`config.mk`:
```
export PLATFORM = sky130hd
export DESIGN_NAME = uart_tx
export DESIGN_NICKNAME = d
export VERILOG_FILES = /design/src/rtl/uart_pkg.sv /design/src/rtl/uart_baud_tick.sv /design/src/rtl/uart_tx.sv
export SDC_FILE = /design/constraint.sdc
export NUM_CORES = 1
export LEC_CHECK = 0
export CAP_MARGIN = 15
export CORE_UTILIZATION = 50
export DETAILED_ROUTE_END_ITERATION = 12
export DONT_BUFFER_PORTS = 1
export PLACE_DENSITY_LB_ADDON = 0.08
export RECOVER_POWER = 25
export SLEW_MARGIN = 30
export SYNTH_ARGS = -nofsm -noshare
export SYNTH_HDL_FRONTEND = slang
export SYNTH_SLANG_ARGS = --single-unit
```
`constraint.sdc`:
```
create_clock -name clk -period 3 [get_ports clk]
set_clock_uncertainty 0.2 [all_clocks]
set_input_delay 0.9 -clock clk [delete_from_list [all_inputs] [get_ports clk]]
set_output_delay 0.9 -clock clk [all_outputs]
set_load 0.05 [all_outputs]
```
`src/rtl/uart_pkg.sv`:
```
// Shared UART constants and the transmitter state encoding.
// Used by uart_tx, uart_baud_tick and the receive side.
package uart_pkg;

  localparam int BAUD_TICKS_DEFAULT = 5208;
  localparam int CNT_W_DEFAULT      = 13;
  localparam int DATA_BITS          = 8;

  typedef enum logic [2:0] {
    IDLE,
    START,
    DATA,
    PARITY,
    STOP
  } tx_state_t;

endpackage

```
`src/rtl/uart_baud_tick.sv`:
```
// Bit-period down-counter: reloads BAUD_TICKS-1 and emits a one-cycle tick at zero.
// restart holds the counter at BAUD_TICKS-1 so the next period is full length; no backpressure.
module uart_baud_tick #(
  parameter int BAUD_TICKS = 5208,
  parameter int CNT_W      = 13
) (
  input  logic             clk,
  input  logic             rst_n,
  input  logic             restart,
  output logic             tick,
  output logic [CNT_W-1:0] cnt
);

  localparam logic [CNT_W-1:0] RELOAD = CNT_W'(BAUD_TICKS - 1);
  localparam logic [CNT_W-1:0] ONE    = CNT_W'(1);

  logic [CNT_W-1:0] cnt_q;
  logic [CNT_W-1:0] cnt_d;

  always_comb begin
    cnt_d = cnt_q - ONE;
    if (restart || (cnt_q == '0)) begin
      cnt_d = RELOAD;
    end
  end

  always_ff @(posedge clk or negedge rst_n) begin
    if (!rst_n) begin
      cnt_q <= '0;
    end else begin
      cnt_q <= cnt_d;
    end
  end

  assign tick = !restart && (cnt_q == '0);
  assign cnt  = cnt_q;

endmodule

```
`src/rtl/uart_tx.sv`:
```
// 8N1 UART transmitter with a one-byte holding register; UART_TX_PARITY_EN adds an even parity bit (8E1).
// tx falls two edges after an accept from idle; ready drops while the holding register is full.
module uart_tx
  import uart_pkg::*;
#(
  parameter int BAUD_TICKS = BAUD_TICKS_DEFAULT,
  parameter int CNT_W      = CNT_W_DEFAULT
) (
  input  logic       clk,
  input  logic       rst_n,
  input  logic [7:0] txbyte,
  input  logic       send,
  output logic       ready,
  output logic       tx,
  output logic       busy,
  output logic       done
);

  tx_state_t  state_q, state_d;
  logic [7:0] hold_q, hold_d;
  logic       hold_vld_q, hold_vld_d;
  logic [7:0] shift_q, shift_d;
  logic [2:0] bit_idx_q, bit_idx_d;
  logic       tx_q, tx_d;
  logic       busy_q, busy_d;
  logic       done_q, done_d;
  logic       load;
  logic       accept;
  logic       tick;
  logic [CNT_W-1:0] cnt;
`ifdef UART_TX_PARITY_EN
  logic       par_q, par_d;
`endif

  uart_baud_tick #(
    .BAUD_TICKS(BAUD_TICKS),
    .CNT_W     (CNT_W)
  ) u_baud (
    .clk    (clk),
    .rst_n  (rst_n),
    .restart(state_q == IDLE),
    .tick   (tick),
    .cnt    (cnt)
  );

  always_comb begin
    state_d    = state_q;
    hold_d     = hold_q;
    hold_vld_d = hold_vld_q;
    shift_d    = shift_q;
    bit_idx_d  = bit_idx_q;
    load       = 1'b0;
    accept     = send && !hold_vld_q;

    if (accept) begin
      hold_d     = txbyte;
      hold_vld_d = 1'b1;
    end

    case (state_q)
      IDLE: begin
        if (hold_vld_q) load = 1'b1;
      end
      START: begin
        if (tick) begin
          state_d   = DATA;
          bit_idx_d = '0;
        end
      end
      DATA: begin
        if (tick) begin
          if (bit_idx_q == 3'(DATA_BITS - 1)) begin
`ifdef UART_TX_PARITY_EN
            state_d = PARITY;
`else
            state_d = STOP;
`endif
          end else begin
            bit_idx_d = bit_idx_q + 3'd1;
            shift_d   = shift_q >> 1;
          end
        end
      end
`ifdef UART_TX_PARITY_EN
      PARITY: begin
        if (tick) state_d = STOP;
      end
`endif
      STOP: begin
        if (tick) begin
          if (hold_vld_q) load = 1'b1;
          else            state_d = IDLE;
        end
      end
      default: state_d = IDLE;
    endcase

    // Reload never collides with an accept: ready is low whenever hold_vld_q is set.
    if (load) begin
      state_d    = START;
      shift_d    = hold_q;
      hold_vld_d = 1'b0;
    end

`ifdef UART_TX_PARITY_EN
    par_d = load ? ^hold_q : par_q;
`endif

    case (state_d)
      START:   tx_d = 1'b0;
      DATA:    tx_d = shift_d[0];
`ifdef UART_TX_PARITY_EN
      PARITY:  tx_d = par_d;
`endif
      default: tx_d = 1'b1;
    endcase

    busy_d = (state_d != IDLE);
    // Registered, so raise it one cycle ahead of the stop bit's final cycle.
    done_d = (state_q == STOP) && (cnt == CNT_W'(1));
  end

  always_ff @(posedge clk or negedge rst_n) begin
    if (!rst_n) begin
      state_q    <= IDLE;
      hold_q     <= '0;
      hold_vld_q <= 1'b0;
      shift_q    <= '0;
      bit_idx_q  <= '0;
      tx_q       <= 1'b1;
      busy_q     <= 1'b0;
      done_q     <= 1'b0;
`ifdef UART_TX_PARITY_EN
      par_q      <= 1'b0;
`endif
    end else begin
      state_q    <= state_d;
      hold_q     <= hold_d;
      hold_vld_q <= hold_vld_d;
      shift_q    <= shift_d;
      bit_idx_q  <= bit_idx_d;
      tx_q       <= tx_d;
      busy_q     <= busy_d;
      done_q     <= done_d;
`ifdef UART_TX_PARITY_EN
      par_q      <= par_d;
`endif
    end
  end

  assign ready = !hold_vld_q;
  assign tx    = tx_q;
  assign busy  = busy_q;
  assign done  = done_q;

endmodule
```
==> results of run 1 <==
[flip-flops by register name, summed over array words and instances, names as in the netlist]
signal / cells
bit_idx_q: 3
busy: 1
done: 1
hold_q: 8
hold_vld_q: 1
shift_q: 8
state_q: 3
tx: 1
u_baud.cnt: 13
[layout make-up]
| type | count | area share (%) |
|---|---|---|
| Sequential cell | 39 | 49.15 |
| Multi-Input combinational cell | 112 | 40.91 |
| Clock buffer | 6 | 4.154 |
| Tap cell | 46 | 2.895 |
| Clock inverter | 2 | 1.762 |
| Inverter | 6 | 1.133 |
[kinds of logic after synthesis]
| logic type | share of synthesized area [%] |
|---|---|
| AO/OA/AOI/OAI | 9.844 |
| XOR/XNOR | 4.752 |
| adder cells (fa/ha/maj) | 3.394 |
| buffers and inverters | 2.851 |
| flip-flops | 53.02 |
| multiplexers | 7.875 |
| AND/OR/NAND/NOR | 18.26 |
[final timing paths]
| check | startpoint | to | slack (ps) |
|---|---|---|---|
| setup reg to reg | u_baud.cnt[0] | shift_q[2] | 690 |
| hold / removal | rst_n | state_q[1] | 100 |
| setup / recovery | u_baud.cnt[0] | shift_q[2] | 690 |
| min in group clk | hold_q[7] | shift_q[7] | 280 |
| hold reg to reg | hold_q[7] | shift_q[7] | 280 |
| max in group asynchronous | rst_n | tx | 2330 |
[cells in the mapped netlist (all sizes together), types with 2 or more instances]
| cell type | n | area (sq um) |
|---|---|---|
| a21o | 5 | 37.54 |
| a21oi | 4 | 20.02 |
| a22o | 5 | 43.79 |
| and3 | 3 | 18.77 |
| buf | 2 | 18.77 |
| clkbuf | 3 | 11.26 |
| dfrtp | 38 | 950.9 |
| ha | 5 | 62.56 |
| inv | 6 | 22.52 |
| mux2 | 9 | 105.1 |
| mux2i | 4 | 40.04 |
| nand2 | 20 | 75.07 |
| nand3 | 2 | 10.01 |
| nor2 | 16 | 60.06 |
| nor2b | 2 | 12.51 |
| nor3 | 4 | 20.02 |
| nor4 | 2 | 42.54 |
| o21ai | 6 | 30.02 |
| o31ai | 2 | 15.01 |
| or3 | 2 | 17.52 |
| or4 | 2 | 15.01 |
| xnor2 | 5 | 43.79 |
| xor2 | 5 | 43.79 |
[per-stage QoR]
step | power (mW) | util [%] | instance area (sq um)
after floorplan | 0.9290 | - | 1843
after global placement | 0.9730 | 54.34 | 1871
after detailed placement | 0.9827 | 54.34 | 1871
after CTS | 1.437 | 57.76 | 1988
after global routing | 1.509 | 57.76 | 1988
final | 1.420 | 57.76 | 1988
[per-layer routing]
metal | up-vias | wire [um]
met3 | 5 | 89
li1 | 565 | -
met1 | 577 | 1550
met5 | - | 0
met4 | 0 | 40
met2 | 18 | 1330
[report_power, final]
group / switching (mW) / leakage (nW) / total, mW / internal [mW]
Sequential: 0.114 / 0.473 / 0.749 / 0.634
Combinational: 0.105 / 0.385 / 0.221 / 0.116
Clock: 0.181 / 0.0612 / 0.451 / 0.269
[worst max-delay path, cell delays in order, from the launching register on]
cell and delay, ps:
dfrtp_1 420, inv_1 90, ha_1 140, nor2b_1 250
nand4_4 200, nor3b_4 490, nor2_1 190, a21o_1 210
==> impl_metrics.json, run 1 <==
{
  "drtIter0Drc": 87,
  "setup_viol": 0,
  "antenna_cells": 0,
  "fin_crit_sh_pct": 76.90,
  "setup_tns_ps": 0,
  "synth_nets": 178,
  "hold_viol": 0,
  "top_usage_layer": "met2",
  "worstRegToRegCells": 7,
  "synth-main-ff-cell": "dfrtp_1",
  "cts_hold_buffers": 0,
  "layout_common_cells": "dfrtp_1 (38), nand2_1 (20), nor2_1 (16)",
  "grtUsageMet3_pct": 5.657,
  "io_buffers": 0,
  "vias_per_cell": 5.521,
  "maxCapViolCount": 0,
  "synth.cell_area_sq_mm": 0.001843,
  "area_growth_pct": 7.875,
  "antenna_found_initial": 0,
  "root_buffer": "clkbuf_8",
  "cts_setup_buffers": 0,
  "cts_num_sinks": 39,
  "rsz0062_at_grt": "false",
  "cts_buffers": 5,
  "clk_pin_slew_ps": 80,
  "worst_setup_path_end_kind": "register",
  "ant_nets": 0,
  "final_layout_size_suffix_gt1_share_pct": 15.15,
  "tightest_slew_ps": 810.0,
  "synth_cell_types": 37,
  "synthArstFlopShare_pct": 100.0,
  "yosysWarnings": 0,
  "dieWidth_um": 62.71,
  "core_sq_mm": 0.003442,
  "critPathLaunchType": "register",
  "rows": 21,
  "fin_ws_ps": 693.0,
  "min_path_type": "in2async",
  "grt_use_met2_pct": 27.04,
  "track_usage_pct": 18.47,
  "grt_pass1_wl_mm": 5.499,
  "grtUsageMet1_pct": 24.94,
  "clk_path_buf_depth": 2,
  "h-tree-depth": 2,
  "relSlewSlack_pct": 45.54,
  "cp.arrival_ps": 2290,
  "clock_latency_ps": 290,
  "drt-total-wl_mm": 3.010,
  "grt_overflow": 0,
  "gp_congestion": 0.7761,
  "ys_seq_area_share_pct": 53.02,
  "period_minus_slack_ps": 2307,
  "dieArea_sq_mm": 0.003933,
  "multi_input_area_sq_um": 813.3,
  "fillers": 288,
  "synth.avg_cell_area_sq_um": 11.38,
  "synth_edf_count": 0,
  "ir_drop_mv": 0.3673,
  "firstDrtPassIters": 4,
  "pre_cts_slack_ps": 675.7,
  "outcome": "complete, no violations",
  "whs_ps": 95.07,
  "dp_hpwl_mm": 2.184,
  "wire_per_inst_um": 14.27,
  "critPathKind": "reg2reg",
  "power_density_mw_per_mm2": 714.4,
  "num_vias": 1165,
  "drt_drc_violations_left": 0,
  "cts_tree": "yes",
  "initial_utilization_pct": 53.54,
  "ys_seq_elements": 39,
  "cts_resized": 0,
  "regArea_sq_um": 977.2,
  "instances_no_fill": 211,
  "slew_violations": 0,
  "fp.dieH_um": 62.71,
  "leakagePower_nw": 0.9192,
  "ios": 15,
  "fmax_mhz": 433.5,
  "grt_pass1_vias": 1191,
  "final_common_cell": "dfrtp_1",
  "cp_max_fo": 11,
  "nets": 180,
  "dp.cells": 203,
  "grt_max_degree": 40,
  "worstPathRequired_ps": 2990,
  "syn-instance-count": 162
}
(Power assumes the default switching activity.)
==> inputs of run 2 (changes only) <==
Clock period 3 ns to 2.1 ns, I/O delays scaled along.
==> impl_metrics.json, run 2 (synthesized netlist as in run 1, its figures left out) <==
{
  "wire_per_inst_um": 13.95,
  "fmax_mhz": 499.7,
  "grt_use_met2_pct": 27.31,
  "clock_latency_ps": 290,
  "maxCapViolCount": 0,
  "relSlewSlack_pct": 45.39,
  "period_minus_slack_ps": 2001,
  "worst_setup_path_end_kind": "register",
  "root_buffer": "clkbuf_8",
  "initial_utilization_pct": 53.54,
  "dieWidth_um": 62.71,
  "critPathLaunchType": "register",
  "fillers": 276,
  "gp_congestion": 0.7915,
  "cp_slowest_cell": "dfrtp_1",
  "fp.dieH_um": 62.71,
  "rsz0062_at_grt": "false",
  "dp_hpwl_mm": 2.272,
  "layout_common_cells": "dfrtp_1 (37), nand2_1 (20), nor2_1 (15)",
  "cts_buffers": 5,
  "final_layout_size_suffix_gt1_share_pct": 23.89,
  "cp.arrival_ps": 1980,
  "antenna_found_initial": 0,
  "ios": 15,
  "dp.cells": 214,
  "core_sq_mm": 0.003442,
  "track_usage_pct": 19.09,
  "drt_drc_violations_left": 0,
  "cp_max_fo": 7,
  "cts_tree": "yes",
  "clk_path_buf_depth": 2,
  "largest_reg_flops": 13,
  "nets": 195,
  "drt-total-wl_mm": 3.153,
  "io_buffers": 0,
  "rows": 21,
  "grt_overflow": 0,
  "hold_viol": 0,
  "grtUsageMet1_pct": 28.07,
  "worstPathRequired_ps": 2080,
  "final_common_cell": "dfrtp_1",
  "h-tree-depth": 2,
  "area_growth_pct": 14.19,
  "grt_pass1_wl_mm": 5.858,
  "critPathKind": "reg2reg",
  "grt_pass1_vias": 1238,
  "setup_viol": 0,
  "clk_pin_slew_ps": 70,
  "outcome": "complete, no violations",
  "fin_ws_ps": 98.84,
  "slew_violations": 0,
  "num_vias": 1200,
  "dieArea_sq_mm": 0.003933,
  "antenna_cells": 0,
  "firstDrtPassIters": 4,
  "grtUsageMet3_pct": 3.467,
  "path_delay_family": "compound AO/OA/AOI/OAI gates",
  "grt_max_degree": 40,
  "pre_cts_slack_ps": -14.90,
  "leakagePower_nw": 0.9890,
  "top_usage_layer": "met1",
  "power_density_mw_per_mm2": 921.0,
  "cp_cell_sequence": "inv_1 > ha_1 > nor2b_4 > a41o_2 > and3_2 > a22o_1 > a21o_1",
  "ant_nets": 0,
  "whs_ps": 273.9,
  "ir_drop_mv": 0.5163,
  "instances_no_fill": 226,
  "min_path_type": "reg2reg",
  "tightest_slew_ps": 812.2,
  "max_stage_delay_ps": 360,
  "drtIter0Drc": 73,
  "worst-path-buf-inv": 1,
  "fin_crit_sh_pct": 95.29,
  "vias_per_cell": 5.310,
  "cts_num_sinks": 39
}
run 2: cell types whose count changed in the layout (fill, tap and decap cells not counted), sizes merged:
cell and delta:
buf +14, bufinv -1, clkbuf +1, dlygate4sd3 +1
run 2: path summary, 6_finish.rpt:
check / startpoint / slack [ps] / endpoint / cells after the start
setup reg to reg: u_baud.cnt[1] / 100 / shift_q[4] / 7
min in group asynchronous: rst_n / 590 / done / 2
hold reg to reg: hold_q[7] / 270 / shift_q[7] / 2
hold / removal: hold_q[7] / 270 / shift_q[7] / 2
max in group asynchronous: rst_n / 860 / tx / 2
setup / recovery: u_baud.cnt[1] / 100 / shift_q[4] / 7
run 2: stage by stage:
| stage | setup TNS (ps) | power [mW] | area [sq um] | utilization, % |
|---|---|---|---|---|
| global route | 0 | 2.060 | 2105 | 61.14 |
| global placement | 0 | 1.419 | 1953 | 56.74 |
| detailed placement | -45.07 | 1.438 | 1953 | 56.74 |
| CTS | 0 | 1.937 | 2067 | 60.05 |
| floorplan | 0 | 1.327 | 1843 | - |
| finish | 0 | 1.938 | 2105 | 61.14 |
run 2: per-layer routing:
metal / vias up / share of wire, %
li1: 596 / -
met1: 580 / 50
met2: 16 / 46
met3: 8 / 2.7
met4: 0 / 1.9
met5: - / 0
run 2: final cells by class:
cell class                 count  area, sq um  area share (%)
timing repair buffer          15        127.6           6.064
inverter                       6        22.52           1.070
tap                           46        57.56           2.735
clock buffer                   7        76.32           3.627
multi-input combinational    112        837.1           39.77
clock inverter                 1        5.005          0.2378
sequential                    39        978.4           46.49
run 2: report_power, final:
group          internal [mW]  total (mW)  switching (mW)
clock                  0.233       0.472           0.239
combinational          0.210       0.399           0.189
sequential             0.908        1.07           0.159
total                   1.35        1.94           0.587
run 2: worst reg2reg max path: cells and delay by family, from the launching register on:
family          cells  cell delay [ps]
flops               1              360
buf+inv             1               80
compound gates      3              680
simple gates        2              400
fa+ha+maj           1              180
run 2: repair_timing:
| item | CTS | global route |
|---|---|---|
| pin swaps | 1 | 3 |
| hold buffers | 2 | 0 |
| gates resized for setup | 1 | 7 |
| setup buffers | 0 | 2 |
| endpoints found under the hold margin | 39 | 0 |
| setup endpoints to repair | 7 | 9 |
